**config.mk**
```make
export PLATFORM = sky130hd
export DESIGN_NAME = aibcr3aux_actred_rx
export DESIGN_NICKNAME = d
export VERILOG_FILES = /design/src/rtl/aibcr3aux_actred_pkg.sv /design/src/rtl/aibcr3aux_actred_rx_sync.sv /design/src/rtl/aibcr3aux_actred_rx.sv
export SDC_FILE = /design/constraint.sdc
export NUM_CORES = 1
export LEC_CHECK = 0
export CELL_PAD_IN_SITES_DETAIL_PLACEMENT = 2
export CELL_PAD_IN_SITES_GLOBAL_PLACEMENT = 2
export CORE_MARGIN = 5
export CORE_UTILIZATION = 36
export DETAILED_ROUTE_END_ITERATION = 16
export GPL_TIMING_DRIVEN = 0
export PLACE_DENSITY = 0.95
export RECOVER_POWER = 100
export SLEW_MARGIN = 15
export SYNTH_ARGS = -nofsm -noshare
export SYNTH_HDL_FRONTEND = slang
export SYNTH_SLANG_ARGS = --single-unit
export TNS_END_PERCENT = 10
```
**constraint.sdc**
```tcl
create_clock -name osc_clk -period 6 [get_ports osc_clk]
set_input_delay 0.9 -clock osc_clk [delete_from_list [all_inputs] [get_ports osc_clk]]
set_output_delay 0.9 -clock osc_clk [all_outputs]
set_load 0.02 [all_outputs]
```
**src/rtl/aibcr3aux_actred_pkg.sv**
```systemverilog
// Shared types and helpers for the active-redundancy receive chain.
// Holds the deframer state encoding, error cause codes and the thermometer decode.
package aibcr3aux_actred_pkg;

  typedef enum logic [2:0] {
    IDLE   = 3'd0,
    START  = 3'd1,
    DATA   = 3'd2,
    PARITY = 3'd3,
    STOP   = 3'd4
  } rx_state_e;

  localparam logic [1:0] ERR_NONE   = 2'd0;
  localparam logic [1:0] ERR_FRAME  = 2'd1;
  localparam logic [1:0] ERR_PARITY = 2'd2;
  localparam logic [1:0] ERR_RANGE  = 2'd3;

  // Lanes at or above the failing index shift over; index==NLANES means no repair.
  function automatic logic therm_bit(input int lane, input int idx);
    return (lane >= idx);
  endfunction

endpackage

```
**src/rtl/aibcr3aux_actred_rx_sync.sv**
```systemverilog
// Two-flop synchronizer for the asynchronous redundancy line; resets to the idle-high level.
// Latency: 2 clk from input to output.
module aibcr3aux_actred_rx_sync (
  input  logic clk,
  input  logic rstb,
  input  logic din,
  output logic dout
);

  logic meta;

  always_ff @(posedge clk) begin
    if (!rstb) begin
      meta <= 1'b1;
      dout <= 1'b1;
    end else begin
      meta <= din;
      dout <= meta;
    end
  end

endmodule

```
**src/rtl/aibcr3aux_actred_rx.sv**
```systemverilog
// Active-redundancy receive: sync, deframe, check and thermometer-decode the repair index.
// Build with AIBCR3AUX_ACTRED_RX_DBLCHK_EN to commit only after two matching good frames.
module aibcr3aux_actred_rx
  import aibcr3aux_actred_pkg::*;
#(
  parameter int NLANES = 16,
  parameter int IDXW   = 5,
  parameter int OSR    = 8
) (
  input  logic              osc_clk,
  input  logic              dig_rstb,
  input  logic              actred_rx_in,
  input  logic              csr_actred_rxen,
  input  logic              csr_actred_errclr,
  output logic [NLANES-1:0] shiften_out,
  output logic              actred_upd,
  output logic              actred_err,
  output logic              actred_busy
);

  localparam int CW = (OSR > 1) ? $clog2(OSR) : 1;
  localparam int BW = (IDXW > 1) ? $clog2(IDXW) : 1;
  localparam logic [CW-1:0] CNT_MID = CW'(OSR / 2 - 1);
  localparam logic [CW-1:0] CNT_END = CW'(OSR - 1);

  rx_state_e         state, state_nxt;
  logic [CW-1:0]     cnt, cnt_nxt;
  logic [BW-1:0]     bitidx, bitidx_nxt;
  logic [IDXW-1:0]   shreg;
  logic [IDXW-1:0]   idx_q;
  logic              par_q;
  logic              rxs, rxs_d;
  logic              smp_data, smp_par, eval;
  logic [1:0]        cause;
  logic              frame_good, commit, commit_q;
  logic [NLANES-1:0] thm;

  aibcr3aux_actred_rx_sync u_sync (
    .clk  (osc_clk),
    .rstb (dig_rstb),
    .din  (actred_rx_in),
    .dout (rxs)
  );

  // After the start-bit mid-sample the counter is re-zeroed, so later mid-bits land on CNT_END.
  always_comb begin
    state_nxt  = state;
    cnt_nxt    = cnt + CW'(1);
    bitidx_nxt = bitidx;
    smp_data   = 1'b0;
    smp_par    = 1'b0;
    eval       = 1'b0;
    if (!csr_actred_rxen) begin
      state_nxt = IDLE;
      cnt_nxt   = '0;
    end else begin
      case (state)
        IDLE: begin
          cnt_nxt = '0;
          if (rxs_d && !rxs) state_nxt = START;
        end
        START: begin
          if (cnt == CNT_MID) begin
            cnt_nxt    = '0;
            bitidx_nxt = '0;
            state_nxt  = rxs ? IDLE : DATA;
          end
        end
        DATA: begin
          if (cnt == CNT_END) begin
            cnt_nxt  = '0;
            smp_data = 1'b1;
            if (bitidx == BW'(IDXW - 1)) state_nxt = PARITY;
            else                         bitidx_nxt = bitidx + BW'(1);
          end
        end
        PARITY: begin
          if (cnt == CNT_END) begin
            cnt_nxt   = '0;
            smp_par   = 1'b1;
            state_nxt = STOP;
          end
        end
        STOP: begin
          if (cnt == CNT_END) begin
            cnt_nxt   = '0;
            eval      = 1'b1;
            state_nxt = IDLE;
          end
        end
        default: state_nxt = IDLE;
      endcase
    end
  end

  // Cause is only meaningful in the eval cycle, where rxs is the stop bit.
  always_comb begin
    cause = ERR_NONE;
    if (!rxs)                         cause = ERR_FRAME;
    else if ((^shreg) != par_q)       cause = ERR_PARITY;
    else if (shreg > IDXW'(NLANES))   cause = ERR_RANGE;
  end

  assign frame_good = eval && (cause == ERR_NONE);

`ifdef AIBCR3AUX_ACTRED_RX_DBLCHK_EN
  logic            stage_vld;
  logic [IDXW-1:0] stage_idx;

  assign commit = frame_good && stage_vld && (stage_idx == shreg);

  always_ff @(posedge osc_clk) begin
    if (!dig_rstb) begin
      stage_vld <= 1'b0;
      stage_idx <= '0;
    end else if (eval) begin
      stage_vld <= frame_good;
      if (frame_good) stage_idx <= shreg;
    end
  end
`else
  assign commit = frame_good;
`endif

  always_comb begin
    thm = '0;
    for (int i = 0; i < NLANES; i++) thm[i] = therm_bit(i, int'(idx_q));
  end

  always_ff @(posedge osc_clk) begin
    if (!dig_rstb) begin
      state       <= IDLE;
      cnt         <= '0;
      bitidx      <= '0;
      shreg       <= '0;
      par_q       <= 1'b0;
      rxs_d       <= 1'b1;
      idx_q       <= '0;
      commit_q    <= 1'b0;
      shiften_out <= '0;
      actred_upd  <= 1'b0;
      actred_err  <= 1'b0;
    end else begin
      state      <= state_nxt;
      cnt        <= cnt_nxt;
      bitidx     <= bitidx_nxt;
      rxs_d      <= rxs;
      commit_q   <= commit;
      actred_upd <= commit_q;
      if (smp_data) shreg[bitidx] <= rxs;
      if (smp_par)  par_q <= rxs;
      if (commit)   idx_q <= shreg;
      if (commit_q) shiften_out <= thm;
      // A new error outranks a concurrent clear.
      if (eval && (cause != ERR_NONE)) actred_err <= 1'b1;
      else if (csr_actred_errclr)      actred_err <= 1'b0;
    end
  end

  assign actred_busy = (state != IDLE);

endmodule

```
==> run metrics <==
simple-gate share of the synthesized area 24.94%; layout net count 264; TritonCTS clock tree yes; cts hold-fix bufs 0; number of nets still failing antenna checks after routing 0; Worst Tran Pin Value 1.289 ns; ratio of final minimum period to clock period 47.63%; total grt overflow 0; number of synthesized flops with an enable pin 0; Required @ worst endpoint 5.10 ns; warning count from the yosys run 0; Place WS 3.377 ns; number of H-tree branching levels 2; Chip Height 83.54 µm; share of the yosys chip area belonging to registers 43.19%; arithmetic-cell share of the synthesized area counting full adders, half adders and majority gates 5.141%; IO Port Bufs 22; antenna diode count 0; FF-to-FF End idx_q[3]$_SDFFE_PN0P_; count of unique library cells instantiated by Yosys 45; worst hold slack 0.4181 ns; Yosys reg bits 42; vias in the first global route 1869; number of buffers inserted by post-CTS setup repair 0; depth of the worst register-to-register path 6; final setup slack of the worst path 3.142 ns; number of cells upsized or downsized after cts 0; vias post-DR 1662; dominant register cell in the synthesized netlist sky130_fd_sc_hd__dfxtp_1; number of iterations in the first detailed-routing pass 2; status finished, final reports clean; max-capacitance violation count 0; Post-Syn Instances 222; antenna violations before repair 0; CP endpoint kind output pin; clk_lat worst skew 0.30 ns; pin count of the biggest net entering global routing 13; final number of setup-violating endpoints 0; Cell Pwr Density 223.6 mW/mm²; sort of element at the start of the critical path flop; highest net fanout along the worst path 10; accumulated negative setup slack 0 ns; post-synthesis instance area 0.001947 mm²; worst-case headroom to the max-slew limit 13.26%; Clock Tree Buf Depth 2; Routability Congestion 0.7706; Site Rows 26; Hold Path Stages 1; CTS buffer count 5; critical path class flop to output pin; synthesized net count 235; global-route wire length before repair 9.142 mm; syn_area_per_cell 8.770 µm²; final period demand of the worst path 2.858 ns; dominant combinational cell family by area after synthesis simple AND/OR/NAND/NOR gates; core region area 0.005172 mm²; area of the multi-input gates 975.9 µm²; Synth Area in XOR/XNOR 1.350%; Overall Global Routing Usage 16.34%; total count of hold-check failures in the final report 0; initial drt markers 59; signed area change from the synthesized netlist to the final layout 20.24%; area fraction in compound gates after synthesis 14.07%; routed vias/inst 5.161; path category of the worst min-delay check flop to flop; unrepaired setup endpoints after global routing false; full die area 0.006979 mm²; drc violations 0; routed wirelength normalized by instance count 16.68 µm; clock input transition at the sequential cells of the worst setup and hold paths 0.09 ns; clock skew after layout 0.007933 ns; dpl hpwl 4.007 mm; leakage power 0.9139 nW; width of the die 83.54 µm; IO Pins 24; final wirelength 5.370 mm; clk root buf sky130_fd_sc_hd__clkbuf_8; slack of the worst reg-to-reg path 3.29 ns; share of synthesized area spent on multiplexers 5.656%; Min-Delay Endpoint u_sync.dout$_SDFF_PN1_; proportion of layout cells with a drive suffix above 1 2.778%; reg2reg start cnt[0]$_SDFF_PN0_; Crit path arrival time 1.96 ns; worst supply voltage drop on vdd 124.3 µV; area occupied by registers 840.8 µm²; Async SR Flop Fraction 0%; upper clock frequency limit 0.3499 GHz; Clock Sink Count 42; Filler Cells Inserted 581; origin of the worst min-delay path u_sync.meta$_SDFF_PN1_; number of max-slew violations in the final report 0; starting density of the core 37.64%
## stage by stage
| step | cell area [µm²] | power (mW) | instances | utilization, % |
|---|---|---|---|---|
| 6_report | 2341 | 0.5234 | 322 | 45.26 |
| 5_1_grt | 2341 | 0.5497 | 322 | 45.26 |
| 2_1_floorplan | 1947 | 0.2966 | 222 | - |
| 3_5_place_dp | 2255 | 0.3037 | 314 | 43.59 |
| 4_1_cts | 2361 | 0.5306 | 322 | 45.65 |
| 3_3_place_gp | 2255 | 0.3027 | 314 | 43.59 |
## per-layer routing
metal  vias up  wire (µm)  GRT usage, %
met1       813       2264         17.44
met2        24       2851         31.49
met5         -          0             0
met4         0         89         4.971
li1        816          -             -
met3         9        164         3.850
## power by group
part / total, mW / internal, mW / switching (mW)
Combinational: 0.0161 / 0.00634 / 0.00981
Sequential: 0.280 / 0.280 / 0.000877
Clock: 0.227 / 0.125 / 0.102
## state kept, by name, summed over array words and instances (netlist names), 3 cells and up
| signal | count |
|---|---|
| shreg | 5 |
| bitidx | 3 |
| state | 3 |
| shiften_out | 16 |
| cnt | 3 |
| idx_q | 5 |
## area by class of cell
cell class,count,area share [%]
buffer,15,2.459
clock buffer,7,3.260
clock inverter,1,1.283
inverter,14,2.245
multi-input combinational,151,41.69
sequential,42,35.92
tap,70,3.741
timing repair buffer,22,9.407
## worst max-delay path: stages, from the launching register on
cell	delay, ns
sky130_fd_sc_hd__dfxtp_1	0.34
sky130_fd_sc_hd__clkbuf_1	0.24
sky130_fd_sc_hd__or3_1	0.42
sky130_fd_sc_hd__dlygate4sd3_1	0.66
## cell usage in the layout, fill, tap and decap left out, drive strengths merged, types with 3 or more instances in the layout
master       count
inv             14
nand2b           5
mux2i           11
nand3            4
dlygate4sd3     20
a22oi            4
a31oi            3
nor2b           18
nor4             4
ha               8
nor2            13
o21a             3
and2             3
a21oi           11
dfxtp           42
nand2           25
clkbuf          21
nor3             7
## how the worst max path moves through the flow
stage	slack, ns	endpoint	startpoint
global route	3.07	idx_q[1]$_SDFFE_PN0P_	cnt[0]$_SDFF_PN0_
detailed placement	3.38	shreg[4]$_SDFFE_PN0P_	csr_actred_rxen
finish	3.14	actred_busy	state[2]$_SDFFE_PN0P_
floorplan	4.11	shreg[4]$_SDFFE_PN0P_	csr_actred_rxen
global placement	3.47	shreg[4]$_SDFFE_PN0P_	csr_actred_rxen
CTS	3.24	actred_busy	state[2]$_SDFFE_PN0P_
## synthesized netlist by cell type (all sizes together), types with 3 or more instances
master / number / area [µm²]
dfxtp: 42 / 840.8
nand2: 25 / 93.84
nor2b: 18 / 112.6
clkbuf: 14 / 52.55
inv: 14 / 52.55
nor2: 13 / 48.80
a21oi: 11 / 55.05
mux2i: 11 / 110.1
ha: 8 / 100.1
nor3: 7 / 35.03
nand2b: 5 / 31.28
a22oi: 4 / 30.03
nand3: 4 / 20.02
nor4: 4 / 40.04
a31oi: 3 / 18.77
and2: 3 / 18.77
o21a: 3 / 22.52
## cells by family after synthesis
kind of cell | after synthesis
AND/OR/NAND/NOR | 90
multiplexers | 11
buffers and inverters | 29
AO/OA/AOI/OAI | 39
flip-flops | 42
adder cells (fa/ha/maj) | 8
XOR/XNOR | 3
Power figures use the tool's default switching activity.
